### config.mk
export PLATFORM = sky130hd
export DESIGN_NAME = fsm_mealy_moore
export DESIGN_NICKNAME = d
export VERILOG_FILES = /design/src/rtl/fsm_mealy_moore.sv
export SDC_FILE = /design/constraint.sdc
export NUM_CORES = 1
export LEC_CHECK = 0
export CAP_MARGIN = 10
export CORE_AREA = 2 2 39 41
export CTS_CLUSTER_SIZE = 28
export DETAILED_ROUTE_END_ITERATION = 10
export DIE_AREA = 0 0 41 43
export PLACE_DENSITY = 0.34
export SLEW_MARGIN = 5
export SYNTH_ARGS = -nofsm -noshare
export SYNTH_HDL_FRONTEND = slang
export SYNTH_HIERARCHICAL = 1
export SYNTH_SLANG_ARGS = --single-unit
### constraint.sdc
create_clock -name clk -period 2.05 [get_ports clk]
set_input_delay 0.5125 -clock clk [delete_from_list [all_inputs] [get_ports clk]]
set_output_delay 0.5125 -clock clk [all_outputs]
set_load 0.1 [all_outputs]
### src/rtl/fsm_mealy_moore.sv
// Paired "101" serial detectors (Mealy and Moore) watching one bit stream.
// Define FSM_OVERLAP_EN for overlapping detection; undefined gives non-overlapping.

module fsm_mealy (
    input  logic clk,
    input  logic reset,
    input  logic X,
    output logic Q
);

    typedef enum logic [1:0] {
        StIdle = 2'b00,
        StS1   = 2'b01,
        StS10  = 2'b10
    } mealy_state_e;

    mealy_state_e r_state;
    mealy_state_e w_state_next;

    always_ff @(posedge clk or negedge reset) begin
        if (!reset) begin
            r_state <= StIdle;
        end else begin
            r_state <= w_state_next;
        end
    end

    always_comb begin
        w_state_next = StIdle;
        Q            = 1'b0;
        unique case (r_state)
            StIdle: begin
                w_state_next = X ? StS1 : StIdle;
            end
            StS1: begin
                w_state_next = X ? StS1 : StS10;
            end
            StS10: begin
                // Detection is combinational on X; reset gates it so Q is low in reset.
                Q = X & reset;
`ifdef FSM_OVERLAP_EN
                w_state_next = X ? StS1 : StIdle;
`else
                w_state_next = StIdle;
`endif
            end
            default: begin
                w_state_next = StIdle;
                Q            = 1'b0;
            end
        endcase
    end

endmodule

module fsm_moore (
    input  logic clk,
    input  logic reset,
    input  logic X,
    output logic Q
);

    typedef enum logic [1:0] {
        StIdle = 2'b00,
        StS1   = 2'b01,
        StS10  = 2'b10,
        StS101 = 2'b11
    } moore_state_e;

    moore_state_e r_state;
    moore_state_e w_state_next;

    always_ff @(posedge clk or negedge reset) begin
        if (!reset) begin
            r_state <= StIdle;
        end else begin
            r_state <= w_state_next;
        end
    end

    always_comb begin
        w_state_next = StIdle;
        unique case (r_state)
            StIdle: begin
                w_state_next = X ? StS1 : StIdle;
            end
            StS1: begin
                w_state_next = X ? StS1 : StS10;
            end
            StS10: begin
                w_state_next = X ? StS101 : StIdle;
            end
            StS101: begin
`ifdef FSM_OVERLAP_EN
                w_state_next = X ? StS1 : StS10;
`else
                w_state_next = X ? StS1 : StIdle;
`endif
            end
            default: begin
                w_state_next = StIdle;
            end
        endcase
    end

    // Output decodes the state register only; no path from X.
    always_comb begin
        Q = (r_state == StS101);
    end

endmodule

module fsm_mealy_moore (
    input  logic clk,
    input  logic reset,
    input  logic X,
    output logic Q_mealy,
    output logic Q_moore
);

    fsm_mealy u_mealy (
        .clk   (clk),
        .reset (reset),
        .X     (X),
        .Q     (Q_mealy)
    );

    fsm_moore u_moore (
        .clk   (clk),
        .reset (reset),
        .X     (X),
        .Q     (Q_moore)
    );

endmodule

==> results.py <==
metrics = {
    "status": {
        "status": "complete, no violations",
    },
    "sta": {
        "setup_violations": 0,
        "max-slew-margin-rel_pct": 87.9,
        "fmax_mhz": 516,
        "rsz0062_at_grt": "no",
        "worst_pin_slew_ps": 181,
        "slew_violations": 0,
        "hold_ws_ps": 458,
        "layout_min_cycle_time_ps": 1940,
        "final.setup.worst_slack_ps": 114,
        "finalHoldViolations": 0,
        "finalCritPeriodShare_pct": 94.5,
        "finalSetupTns_ps": 0,
        "skew_ps": 0.0747,
    },
    "critical_path": {
        "critPathKind": "primary input to output pin",
        "worstRegToRegCells": 3,
        "worst_setup_path_end_kind": "output pin",
        "cp.buffers_inverters": 2,
        "r2r-start": "u_moore/r_state[0]$_DFF_PN0_",
        "crit_chain": "clkdlybuf4s50_1 > and4b_1 > buf_12",
        "required_ps": 1540,
        "max_stage_delay_ps": 480,
        "crit_family": "buffers and inverters",
        "cp_max_fo": 2,
        "r2r_slack_ps": 1000,
        "cp.arrival_ps": 1420,
        "reg2reg_to": "u_moore/r_state[0]$_DFF_PN0_",
        "cp_slowest_cell": "clkdlybuf4s50_1",
        "worst_setup_path_start_kind": "primary input",
    },
    "hold_path": {
        "worst_hold_path_type": "register to register",
        "whs_path_depth": 1,
        "hold_start": "u_mealy/r_state[1]$_DFF_PN0_",
        "min_to": "u_mealy/r_state[1]$_DFF_PN0_",
    },
    "global_routing": {
        "grt_usage_pct": 5.95,
        "grt_pass1_vias": 169,
        "grt_max_degree": 6,
        "antenna_found_initial": 0,
        "grt_pass1_wl_um": 634,
        "gr-total-overflow": 0,
    },
    "route": {
        "drc": 0,
        "num_vias": 142,
        "dr.pass1.iters": 4,
        "routed_wl_um": 321,
        "wl_per_cell_um": 7.83,
        "drt_iter0_markers": 5,
        "post_drt_via_cell_ratio": 3.46,
        "detail-route-antenna-nets": 0,
    },
    "clock_network": {
        "path_clk_slew_ps": 40,
        "clockRootBuffer": "clkbuf_4",
        "cts_made_buffers": 3,
        "htreeDepth": 1,
        "cts_resized": 0,
        "cts_buffer_depth": 2,
        "clk-insertion-delay-late_ps": 230,
        "post_cts_buffers": 0,
        "cts.sinks": 4,
        "cts_tree": "built",
        "cts_hold_repair.buffers": 0,
    },
    "layout": {
        "final-instance-count-excl-fill": 41,
        "multi_input_area_um2": 85.1,
        "fin_nets": 33,
        "drive_gt1_share_pct": 32.0,
        "n_antenna_cell": 0,
        "fin_util_pct": 22.7,
        "nFillCells": 145,
        "syn_to_final_growth_pct": 59.9,
        "fin_area_um2": 314,
        "regArea_um2": 100,
    },
    "synthesis": {
        "yosysWarnings": 6,
        "async_flop_share_pct": 100,
        "synth_common_cells": "dfrtp_1 (4), ha_1 (3), inv_1 (3)",
        "avgSynthCellArea_um2": 12.3,
        "synth.top_cell.area_share_pct": 51.0,
        "syn_inst": 16,
        "ys.flop_type": "dfrtp_1",
        "synth_fp_nets": 22,
        "netlist_area_um2": 196,
        "ys_seq_area_share_pct": 51.0,
        "yosys_register_bits": 4,
        "yosysMostFrequentCell": "dfrtp_1",
        "yosysTopAreaCell": "dfrtp_1",
        "synth_cell_types": 9,
        "ys_top_cells_by_area": "dfrtp_1 (51%), ha_1 (19%), inv_1 (5.7%)",
        "synth_edf_count": 0,
    },
    "placement": {
        "port_buffers": 4,
        "post-place-cells": 38,
        "place_congestion": 0.555,
        "placed_area_um2": 292,
        "preCtsSetupSlack_ps": 108,
    },
    "power": {
        "total_power_mw": 0.296,
        "powerDensity_nw_per_um2": 942,
        "p_leak_nw": 0.149,
        "max-vdd-ir-drop_v": 0.000241,
    },
    "flow_run": {
        "drv_cap": 0,
    },
    "die": {
        "coreArea_um2": 1380,
        "row_count": 14,
        "die_w_um": 41,
        "start_util_pct": 14.2,
        "die_y_um": 43,
        "dieArea_um2": 1760,
        "ios": 5,
    },
}
-- metal layers --
metal	vias to the layer above	track usage (%)	wire length (um)
li1	73	-	-
met1	62	5.54	131
met2	7	7.81	160
met5	-	0	0
met4	0	8.00	0
met3	0	2.62	30
-- kinds of logic (layout without fill, tap and decap cells) --
family | count (synthesis) | count (layout) | synth area share (%)
buffers and inverters | 3 | 12 | 5.73
AND/OR/NAND/NOR | 4 | 4 | 17.2
adder cells (fa/ha/maj) | 3 | 3 | 19.1
AO/OA/AOI/OAI | 2 | 2 | 7.00
flip-flops | 4 | 4 | 51.0
-- worst max-delay path by stage --
stage          startpoint      end  slack [ps]  cells past startpoint
3_5_place_dp            X  Q_mealy         110                      3
2_1_floorplan           X  Q_mealy         200                      1
4_1_cts                 X  Q_mealy         100                      3
6_report                X  Q_mealy         110                      3
3_3_place_gp            X  Q_mealy         110                      3
5_1_grt                 X  Q_mealy          80                      3
-- flip-flops by register name (all words and copies together), names as in the netlist --
signal / count
u_moore/r_state: 2
u_mealy/r_state: 2
-- layout make-up --
| type | instances | share of cell area [%] |
|---|---|---|
| inverters | 3 | 3.59 |
| well taps | 16 | 6.37 |
| multi-input cells | 9 | 27.1 |
| flip-flops and latches | 4 | 31.9 |
| repair buffers | 6 | 23.9 |
| clock buffers | 3 | 7.17 |
-- layout by cell type, fill, tap and decap left out --
master           n
and2b_2          1
inv_1            3
clkdlybuf4s50_1  2
and4b_1          1
clkbuf_4         3
nand3b_1         1
dfrtp_1          4
buf_12           2
buf_4            2
o31a_1           1
ha_1             3
nor3b_1          1
o21ai_0          1
-- report_power, final --
part | internal [mW] | total, mW | switching [mW]
Clock | 0.0652 | 0.0936 | 0.0284
Sequential | 0.0940 | 0.105 | 0.0110
Combinational | 0.0431 | 0.0973 | 0.0542
Total | 0.202 | 0.296 | 0.0936
(Power assumes the default switching activity.)
